$ cat src/rtl/dec38_step.sv
// Sequential 3-to-8 decoder with seven-segment readout and prescaled auto-step.
// Define DEC38_STEP_BOUNCE_EN for ping-pong stepping in RUN instead of modulo-8 wrap.
module dec38_step #(
  parameter int unsigned TICK_DIV = 50_000_000
) (
  input  logic       clk,
  input  logic       clrn,
  input  logic       en,
  input  logic       load,
  input  logic [2:0] code_in,
  input  logic       run,
  input  logic       dir,
  output logic [7:0] onehot,
  output logic [6:0] hex_code,
  output logic [6:0] hex_act,
  output logic       wrap,
  output logic [2:0] code
);

  localparam logic [25:0] TickMax = 26'(TICK_DIV - 1);

  typedef enum logic [1:0] {StIdle, StHold, StRun} state_e;

  state_e      state_q, state_d;
  logic [2:0]  code_q, code_d;
  logic [25:0] presc_q, presc_d;
  logic        wrap_q, wrap_d;
  logic        tick;
  logic        step_up;

`ifdef DEC38_STEP_BOUNCE_EN
  logic bdir_q, bdir_d;
`endif

  function automatic logic [6:0] seg7(input logic [2:0] v);
    logic [6:0] s;
    unique case (v)
      3'd0:    s = 7'b1000000;
      3'd1:    s = 7'b1111001;
      3'd2:    s = 7'b0100100;
      3'd3:    s = 7'b0110000;
      3'd4:    s = 7'b0011001;
      3'd5:    s = 7'b0010010;
      3'd6:    s = 7'b0000010;
      default: s = 7'b1111000;
    endcase
    return s;
  endfunction

  always_comb begin
    state_d = state_q;
    code_d  = code_q;
    presc_d = '0;
    wrap_d  = 1'b0;
    tick    = 1'b0;
`ifdef DEC38_STEP_BOUNCE_EN
    bdir_d  = bdir_q;
`endif

    if (en) begin
      state_d = run ? StRun : StHold;
      if (load) begin
        code_d = code_in;
      end else if (state_q == StRun && run) begin
        // Stays in RUN: advance prescaler; a tick returns it to zero.
        if (presc_q == TickMax) tick = 1'b1;
        else                    presc_d = presc_q + 26'd1;
      end
    end else begin
      state_d = StIdle;
    end

`ifdef DEC38_STEP_BOUNCE_EN
    if (state_q != StRun && state_d == StRun) bdir_d = dir;
    step_up = bdir_q;
`else
    step_up = dir;
`endif

    if (tick) begin
`ifdef DEC38_STEP_BOUNCE_EN
      if (step_up) begin
        if (code_q == 3'd7) begin
          code_d = 3'd6;
          bdir_d = 1'b0;
          wrap_d = 1'b1;
        end else begin
          code_d = code_q + 3'd1;
        end
      end else begin
        if (code_q == 3'd0) begin
          code_d = 3'd1;
          bdir_d = 1'b1;
          wrap_d = 1'b1;
        end else begin
          code_d = code_q - 3'd1;
        end
      end
`else
      if (step_up) begin
        code_d = code_q + 3'd1;
        wrap_d = (code_q == 3'd7);
      end else begin
        code_d = code_q - 3'd1;
        wrap_d = (code_q == 3'd0);
      end
`endif
    end
  end

  always_ff @(posedge clk or negedge clrn) begin
    if (!clrn) begin
      state_q <= StIdle;
      code_q  <= '0;
      presc_q <= '0;
      wrap_q  <= 1'b0;
`ifdef DEC38_STEP_BOUNCE_EN
      bdir_q  <= 1'b0;
`endif
    end else begin
      state_q <= state_d;
      code_q  <= code_d;
      presc_q <= presc_d;
      wrap_q  <= wrap_d;
`ifdef DEC38_STEP_BOUNCE_EN
      bdir_q  <= bdir_d;
`endif
    end
  end

  always_comb begin
    if (state_q == StIdle) begin
      onehot   = '0;
      hex_code = 7'b1111111;
      hex_act  = 7'b1000000;
    end else begin
      onehot   = 8'b1 << code_q;
      hex_code = seg7(code_q);
      hex_act  = 7'b1111001;
    end
    wrap = wrap_q;
    code = code_q;
  end

endmodule

$ cat config.mk
export PLATFORM = sky130hd
export DESIGN_NAME = dec38_step
export DESIGN_NICKNAME = d
export VERILOG_FILES = /design/src/rtl/dec38_step.sv
export SDC_FILE = /design/constraint.sdc
export NUM_CORES = 1
export LEC_CHECK = 0
export BUFFER_PORTS_ARGS = -buffer_cell sky130_fd_sc_hd__buf_2
export CORE_UTILIZATION = 60
export CTS_CLUSTER_DIAMETER = 150
export CTS_CLUSTER_SIZE = 25
export DETAILED_ROUTE_END_ITERATION = 16
export PLACE_DENSITY = 0.88
export SYNTH_ARGS = -nofsm -noshare
export SYNTH_HDL_FRONTEND = slang
export SYNTH_SLANG_ARGS = --single-unit
$ cat constraint.sdc
create_clock -name clk -period 3.18 [get_ports clk]
set_input_delay 0.159 -clock clk [delete_from_list [all_inputs] [get_ports clk]]
set_output_delay 0.159 -clock clk [all_outputs]
set_load 0.02 [all_outputs]
==> results of run 1 <==
-- per-stage QoR --
step | util (%) | power [mW] | hold slack, ps | area (sq um)
after global routing | 70.9 | 0.891 | 84.4 | 2200
after CTS | 70.9 | 0.855 | 71.9 | 2200
final | 70.9 | 0.851 | 81.0 | 2200
after floorplan | - | 0.550 | -137 | 2000
after global placement | 68.1 | 0.596 | 239 | 2110
after detailed placement | 68.1 | 0.599 | 245 | 2110
-- final cells by class --
class / count / area, sq um
multi-input cells: 166 / 1070
clock inverters: 2 / 15.0
fillers: 260 / 902
inverters: 8 / 30.0
well taps: 44 / 55.1
clock buffers: 6 / 51.3
flip-flops and latches: 32 / 801
repair buffers: 34 / 183
-- power by group --
part / switching, mW / internal, mW
sequential: 0.0102 / 0.413
combinational: 0.109 / 0.0593
clock: 0.152 / 0.107
total: 0.271 / 0.580
-- synth_stat cells (2+ instances only) --
cell type,count,area share (%)
o211ai_1,3,1.1
and2_1,6,1.9
and3_1,4,1.3
buf_4,7,2.6
buf_6,3,1.7
o21ai_0,8,2.0
nor3_1,2,0.50
buf_2,2,0.50
conb_1,2,0.38
nand4_1,8,2.5
nand3_1,17,4.3
nor4_1,3,0.94
xnor2_1,3,1.3
ha_1,9,5.6
or3_1,6,1.9
dfrtp_1,32,40
a21oi_1,11,2.8
o31ai_1,5,1.9
nor2_1,20,3.8
inv_1,7,1.3
xor2_1,10,4.4
nand2_1,17,3.2
mux2i_1,2,1.0
and4_1,6,2.6
or4_1,4,1.5
-- metal layers --
| metal | GRT usage, % | up-vias | routed length, um |
|---|---|---|---|
| met5 | 0 | - | 0 |
| met4 | 15.3 | 0 | 36 |
| met3 | 5.68 | 4 | 186 |
| met2 | 39.0 | 48 | 1890 |
| met1 | 34.8 | 785 | 1880 |
| li1 | - | 835 | - |
-- how the worst max path moves through the flow --
stage	startpoint	to	slack, ps
after global routing	code[0]$_DFFE_PN0P_	hex_code[6]	620
final	code[0]$_DFFE_PN0P_	hex_code[6]	790
after CTS	code[0]$_DFFE_PN0P_	hex_code[6]	770
after floorplan	code[0]$_DFFE_PN0P_	hex_code[6]	1300
after global placement	presc_q[0]$_DFF_PN0_	presc_q[10]$_DFF_PN0_	990
after detailed placement	presc_q[0]$_DFF_PN0_	presc_q[4]$_DFF_PN0_	940
-- kinds of logic (layout without fill, tap and decap cells) --
kind of cell	count (synthesis)	after routing
AO/OA/AOI/OAI	35	35
multiplexers	2	2
XOR/XNOR	13	13
flip-flops	32	32
buffers and inverters	21	50
adder cells (fa/ha/maj)	9	9
AND/OR/NAND/NOR	104	104
other	2	3
-- placed cells by master (no fill, tap or decap), types with 4 or more instances in the layout --
cell type,Yosys,routed
buf_2,2,31
o31ai_1,5,5
a21oi_1,11,11
nor2_1,20,20
inv_1,7,7
and2_1,6,6
nand2_1,17,17
ha_1,9,9
xor2_1,10,10
nand4_1,8,8
o21ai_0,8,8
nand3_1,17,17
and4_1,6,6
or4_1,4,4
and3_1,4,4
clkbuf_4,0,5
or3_1,6,6
dfrtp_1,32,32
-- registers in the layout, indices dropped and copies added, names as in the netlist --
register  count
wrap          1
presc_q      26
state_q       2
code          3
-- worst reg2reg max path, delay by kind of cell, from the launching register on --
kind	cells	cell delay, ps
AND/OR/NAND/NOR	3	780
buffers and inverters	1	280
flip-flops	1	440
AO/OA/AOI/OAI	1	660
==> metrics.txt, run 1 <==
status finished clean; Initial Utilization approximately 64%; top fanout value on the critical path 7; pin count of the biggest net entering global routing 33; WP depth 8; RSZ-0062 raised after global routing false; CTS Buffer Depth 2; CP top delay family adder cells; initial drt markers roughly 100; CP arrival 2230 ps; Max Freq 0.419 GHz; max_slew headroom between 50% and 60%; VDD IR-drop max roughly 0.00027 V; Max Slew Vio Count 0; vias in the first global route about 1500; antenna violation net count after detailed routing 0; minimum clock period roughly 2400 ps; Fin Setup TNS 0 ps; DRC viols 0; Ys Warns 0; WS Path Type register to output pin; later-pin clock latency in the skew report ~340 ps; Clock Sink Count 32; Worst Hold End code[2]$_DFFE_PN0P_; # port buffers 31; CP bufs+invs 2; TritonCTS clock tree done; post_cts resized 0; Pre-antenna DRT Iters 4; row cnt 20; min-delay src code_in[2]; hold-critical path depth 3; crit end category output pin; largest family of logic cells by synthesized area simple AND/OR/NAND/NOR gates; synthesized area per cell between 9 and 10 sq um; sequential-to-total area share from yosys stat about two fifths; Core Region slightly above 3000 sq um; Synth Area in Adders 5.65%; Syn Inst Count around 220; Synth Area in Compound Gates a little over a tenth; global route overflow 0; crit path cell chain inv_1, ha_1, ha_1, nor3_1, a31oi_1, nand2_1, or2_2, buf_2; # Post-CTS Setup Buffers 0; Cell Count, Final, Fillers Out approximately 290; worst slack, placed 939 ps; Data required, critical path between 3000 and 4000 ps; Die Y roughly 60 um; synthesized area ~2000 sq um; flop2flop setup slack just over 900 ps; Post-Synth XOR/XNOR Area 5.71%; R2R cell count 5; Async SR Flop Fraction 100%; routed len/inst 13.7 um; post-synthesis mux area share between 1 and 1.5%; MaxCap Viol Count 0; via count between 1500 and 2000; Static Leak 0.944 nW; first-pass GRT wire length between 6000 and 7000 um; share of layout cells above drive strength 1 20.2%; CP peak stage delay between 400 and 500 ps; Final Worst Setup Slack about 790 ps; Num CTS Buffers 5; initial antenna violation count 0; Reg-to-Reg Start presc_q[9]$_DFF_PN0_; dpl hpwl ~2800 um; power density over the cells 387 nW/um^2; root buffer cell clkbuf_4; Hold Crit Class input port to register; IO Count 35; flops & latches, synth 32; # diodes 0; nets 265; Synth cell types 46; total wire length between 3000 and 4000 um; Total GRT Usage 26.0%; Worst Max-Slew Pin Slew around 740 ps; Hold Vio Cnt, Final 0; area grow syn2layout 10.4%; Die W just under 60 um; Placer Congestion 0.879; vias per inst 5.73; Simple-Gate Fraction of Synth Area ~30%; Crit-path slowest cell dfrtp_1; Worst Skew 10.2 ps; Critical R2R Capture presc_q[4]$_DFF_PN0_; Die ar. 3560 sq um; Placed Cells incl. Taps 282; fraction of the cycle the final worst path needs 75.0%; Hold-fix buffers, CTS 2; H-tree levels 2; Most used DFF post-synth dfrtp_1; Worst path most repeated cell ha_1; Final setup viols 0; Startpoint Class register; Post-synth EDFFs 0; clk slew on worst S/H paths about 110 ps
(Power assumes the default switching activity.)
==> run 2, diff against run 1 <==
ABC_AREA = 1   (was not set)
CORE_UTILIZATION = 51   (was 60)
PLACE_DENSITY = 0.79   (was 0.88)
clock period = 2.15 ns   (was 3.18 ns; I/O delays follow)
==> run 2 against run 1 <==
  * Via count rose by 9.3%
  * Synthesized area grew 10%
  * Final cell count rose by 26%
  * Clock power up 95%
  * Flip-flop and latch count did not move
  * Total power grew 61%
  * Combinational power rose by 43%
  * Die area is 29% higher
  * Largest power group unchanged
==> metrics.txt, run 2 <==
most frequent cells in the layout 63 x nand2_1, 53 x nor2_1, 32 x dfrtp_1; row cnt 23; Hold Vio Cnt, Final 0; via count between 1500 and 2000; commonest non-fill, non-tap cell in the layout nand2_1; Data required, critical path between 2000 and 2500 ps; Die W slightly below 70 um; root buffer cell clkbuf_8; power density over the cells 552 nW/um^2; crit path cell chain inv_1, ha_1, nand2_1, nand2_1, nor4_2, nor3_1, nand3_1, buf_2; synthesized area about 2200 sq um; status finished clean; fraction of the cycle the final worst path needs between 90% and 100%; H-tree levels 2; DRC viols 0; synth cell count leaders 63 x nand2_1, 53 x nor2_1, 32 x dfrtp_1; count leader, synth nand2_1; Most used DFF post-synth dfrtp_1; CP peak stage delay 410 ps; Worst Max-Slew Pin Slew around 700 ps; dpl hpwl roughly 3100 um; Core Region about 4100 sq um; total wire length 4270 um; antenna violation net count after detailed routing 0; minimum clock period 2030 ps; Post-synth EDFFs 0; max_slew headroom a little over half; top cell type's share of synthesized area between 30% and 40%; TritonCTS clock tree done; final core utilization between 60% and 70%; pin count of the biggest net entering global routing 33; routed len/inst between 10 and 15 um; synth top area cells dfrtp_1 36%, nand2_1 11%, nor2_1 9.1%; Max Freq about 0.49 GHz; Num CTS Buffers 5; MaxCap Viol Count 0; final instance area between 2000 and 2500 sq um; fillers ~380; Max Slew Vio Count 0; Syn Inst Count around 280; clk slew on worst S/H paths roughly 60 ps; Worst path most repeated cell nand2_1; share of layout cells above drive strength 1 23.3%; Synth cell types 39; Pre-antenna DRT Iters 4; Ys Warns 0; initial antenna violation count 0; VDD IR-drop max around 0.00048 V; CP arrival ~1900 ps; Post-DP Area 2360 sq um; Cell Count, Final, Fillers Out between 300 and 400; global route overflow 0; # diodes 0; Startpoint Class register; crit end category output pin; sequential-to-total area share from yosys stat between 30 and 40%; CP bufs+invs 2; CTS Buffer Depth 2; area of the multi-input gates 1220 sq um; # port buffers 31; Total GRT Usage about 22%; top fanout value on the critical path 5; max reg flops 26; initial drt markers 51; Die Y between 60 and 70 um; area grow syn2layout 13.0%; Biggest register presc_q; dominant cell type by area after synthesis dfrtp_1; Die ar. between 4000 and 5000 sq um; Worst Skew between 5 and 6 ps; synthesized area per cell approximately 7.7 sq um; vias per inst 4.98; first-pass GRT wire length ~7300 um; CP top delay family simple AND/OR/NAND/NOR gates; IO Count 35; Initial Utilization between 50 and 60%; Register Area around 800 sq um; Placer Congestion between 0.7 and 0.8; later-pin clock latency in the skew report ~290 ps; Async SR Flop Fraction 100%; WS Path Type register to output pin; nets 335; Hold Crit Class input port to register; vias in the first global route approximately 1700; Clock Sink Count 32; Static Leak 1.15 nW; Final setup viols 0; Placed Cells incl. Taps around 360; flops & latches, synth 32; Crit-path slowest cell dfrtp_1
-- run 2: final timing paths --
path / startpoint / end / slack (ps) / cells after the start
setup / recovery: code[0]$_DFFE_PN0P_ / hex_code[5] / 120 / 8
hold / removal: code_in[1] / code[1]$_DFFE_PN0P_ / 110 / 5
setup reg to reg: presc_q[0]$_DFF_PN0_ / presc_q[22]$_DFF_PN0_ / 540 / 10
hold reg to reg: presc_q[0]$_DFF_PN0_ / presc_q[0]$_DFF_PN0_ / 480 / 1
max in group asynchronous: clrn / presc_q[8]$_DFF_PN0_ / 1300 / 2
min in group asynchronous: clrn / presc_q[2]$_DFF_PN0_ / 400 / 2
-- run 2: worst register-to-register path: stages, from the launching register on --
cell	delay [ps]
dfrtp_1	390
ha_1	200
nand2_2	110
nor2_4	130
nand2_2	100
nor2_8	150
nand2_4	80
nand2_8	150
inv_6	70
o21ai_0	70
nor2_1	60
-- run 2: repair_timing --
action	CTS	global route
buffers inserted	0	0
endpoints found under the hold margin	33	0
hold buffers	2	0
gates resized for setup	0	1
endpoints found under the setup margin	0	4
-- run 2: routing by layer --
layer	part of all wire (%)	up-vias	wire, um	global-route usage, %
li1	-	946	-	-
met1	44	834	1880	25.8
met2	50	40	2140	37.0
met3	4.2	7	180	5.07
met4	1.7	0	72	8.51
met5	0	-	0	0
-- run 2: per-stage QoR --
stage	power (mW)	setup TNS, ps	hold slack (ps)	setup slack (ps)
5_1_grt	1.44	-17.0	115	-13.5
4_1_cts	1.37	0	105	69.3
6_report	1.37	0	109	117
3_5_place_dp	0.869	0	202	385
2_1_floorplan	0.802	0	-188	410
3_3_place_gp	0.864	0	194	451
-- run 2: kinds of logic after synthesis --
group | Yosys count | share of synthesized area, %
AND/OR/NAND/NOR | 177 | 41.6
buffers and inverters | 41 | 8.66
flip-flops | 32 | 36.4
AO/OA/AOI/OAI | 13 | 3.82
adder cells (fa/ha/maj) | 9 | 5.13
XOR/XNOR | 9 | 3.59
other | 2 | 0.342
multiplexers | 1 | 0.456
-- run 2: final cells by class --
type,instances,area share (%)
flip-flops and latches,32,32.2
clock buffers,7,3.88
well taps,50,2.52
inverters,32,5.04
repair buffers,34,7.36
multi-input cells,212,49.0
-- run 2: report_power, final --
part	switching (mW)	total (mW)	internal [mW]	leakage, nW
clock	0.219	0.504	0.285	0.0503
sequential	0.0138	0.625	0.611	0.440
combinational	0.159	0.240	0.0812	0.661
total	0.393	1.37	0.977	1.15
==> run 3, diff against run 2 <==
PLACE_DENSITY = not set   (was 0.79)
PLACE_DENSITY_LB_ADDON = 0.3   (was not set)
SKIP_LAST_GASP = 1   (was not set)
==> run 3 against run 2 <==
  * Sequential power barely moved
  * Clock power shrank 15%
  * Sequential share of layout area increased by 0.25 points
  * Count of clock-buffer cells in the layout decreased by 1
  * Global-route usage decreased by 0.52 points
  * Non-clock buffer count stayed put
  * Worst hold slack better by 6.1 ps
  * Register-to-register slack about the same
  * Flip-flop and latch count did not move
  * Critical endpoint unchanged
  * Largest cell class unchanged
==> metrics.txt, run 3 (synthesis results as in run 2) <==
via count 1819; Critical Path Source code[0]$_DFFE_PN0P_; Num CTS Buffers 5; clk slew on worst S/H paths ~60 ps; Placer Congestion between 0.8 and 0.9; Core Region between 4000 and 5000 sq um; met3 wire len approximately 170 um; # diodes 0; final instance area 2460 sq um; Worst Skew approximately 6 ps; top fanout value on the critical path 5; DR top layer met4; Biggest register presc_q; pin count of the biggest net entering global routing 33; power density over the cells 527 nW/um^2; DRC viols 0; Cell Count, Final, Fillers Out approximately 370; vias in the first global route around 1700; R2R cell count 10; area grow syn2layout 12.2%; share of layout cells above drive strength 1 between 20% and 30%; WS Path Type register to output pin; Die W 67.6 um; Hold Crit Class input port to register; fraction of the cycle the final worst path needs 96.5%; Max Freq between 0.4 and 0.5 GHz; Worst path most repeated cell ha_1; power after layout around 1.3 mW; nets around 340; crit end category output pin; minimum clock period 2070 ps; Crit-path slowest cell dfrtp_1; CP peak stage delay roughly 420 ps; commonest non-fill, non-tap cell in the layout nand2_1; WP depth 7; Post-DP Area roughly 2400 sq um; first-pass GRT wire length 7250 um; vias per inst between 4 and 5; MaxCap Viol Count 0; dpl hpwl roughly 3100 um; met2 WL approximately 2100 um; Static Leak 1.14 nW; fillers between 300 and 400; final core utilization 60.7%; Placed Cells incl. Taps 358; WHS around 110 ps; Hold Vio Cnt, Final 0; Met1 Wirelength between 1500 and 2000 um; Register Area around 800 sq um; Data required, critical path 2040 ps; routed len/inst approximately 12 um; CP arrival 1970 ps; flop2flop setup slack ~530 ps; VDD IR-drop max slightly above 0.0004 V; status finished clean; CP top delay family simple AND/OR/NAND/NOR gates; CP bufs+invs 2; max_slew headroom 52.0%; Pre-antenna DRT Iters 4; root buffer cell clkbuf_8; max reg flops 26; Final Worst Setup Slack 76.0 ps; CTS Buffer Depth 2; most frequent cells in the layout 63 x nand2_1, 53 x nor2_1, 32 x dfrtp_1; min-delay src code_in[1]; row cnt 23; Reg-to-Reg Start presc_q[0]$_DFF_PN0_; global route overflow 0; Initial Utilization a little over half; H-tree levels 2; later-pin clock latency in the skew report around 280 ps; Total GRT Usage a little over a fifth; antenna violation net count after detailed routing 0; Worst Max-Slew Pin Slew between 700 and 800 ps; TritonCTS clock tree done; initial drt markers 61; Max Slew Vio Count 0; initial antenna violation count 0; Clock Sink Count 32; area of the multi-input gates between 1000 and 1500 sq um; Startpoint Class register; CP Capture Point hex_code[5]; IO Count 35; # port buffers 31; Critical R2R Capture presc_q[22]$_DFF_PN0_; total wire length about 4200 um; Final setup viols 0; # Post-CTS Setup Buffers 0; Die ar. between 4000 and 5000 sq um; Fin Setup TNS 0 ps; crit path cell chain inv_1, ha_1, ha_1, nor4_2, nor3_1, nand3_1, buf_2; Die Y 67.6 um; worst slack, placed roughly 380 ps
[run 3: cell types whose count changed in the layout (fill, tap and decap cells not counted)]
cell      delta
clkbuf_1     +1
clkbuf_8     -2
clkinv_2     +1
[run 3: cell type report]
| type | count | share of cell area, % |
|---|---|---|
| clock inverters | 1 | 0.203 |
| flip-flops and latches | 32 | 32.5 |
| well taps | 50 | 2.54 |
| inverters | 32 | 5.08 |
| repair buffers | 34 | 7.41 |
| multi-input cells | 212 | 49.3 |
| clock buffers | 6 | 2.94 |
[run 3: worst min path at each step]
stage	cells past startpoint	endpoint	slack (ps)
after floorplan	0	code[0]$_DFFE_PN0P_	-190
after global placement	1	presc_q[11]$_DFF_PN0_	200
after detailed placement	1	presc_q[11]$_DFF_PN0_	200
after CTS	5	code[1]$_DFFE_PN0P_	110
after global routing	3	state_q[1]$_DFF_PN0_	140
final	5	code[1]$_DFFE_PN0P_	110
[run 3: metal layers]
metal	vias up	track usage (%)
met4	0	4.79
li1	950	-
met1	828	25.9
met3	5	5.24
met2	36	36.6
met5	-	0
[run 3: worst register-to-register path, delay by kind of cell, from the launching register on]
kind	cells	cell delay, ps
compound gates	1	70
fa+ha+maj	1	190
buf+inv	1	70
flops	1	380
simple gates	7	800
[run 3: report_power, final]
group          switching [mW]  internal (mW)
logic                   0.161         0.0814
clock network           0.211          0.220
registers              0.0142          0.611
total                   0.386          0.912
[run 3: timing repair]
action,CTS,global route
hold endpoints to repair,33,0
resized for setup,0,1
setup endpoints to repair,0,4
hold buffers,2,0
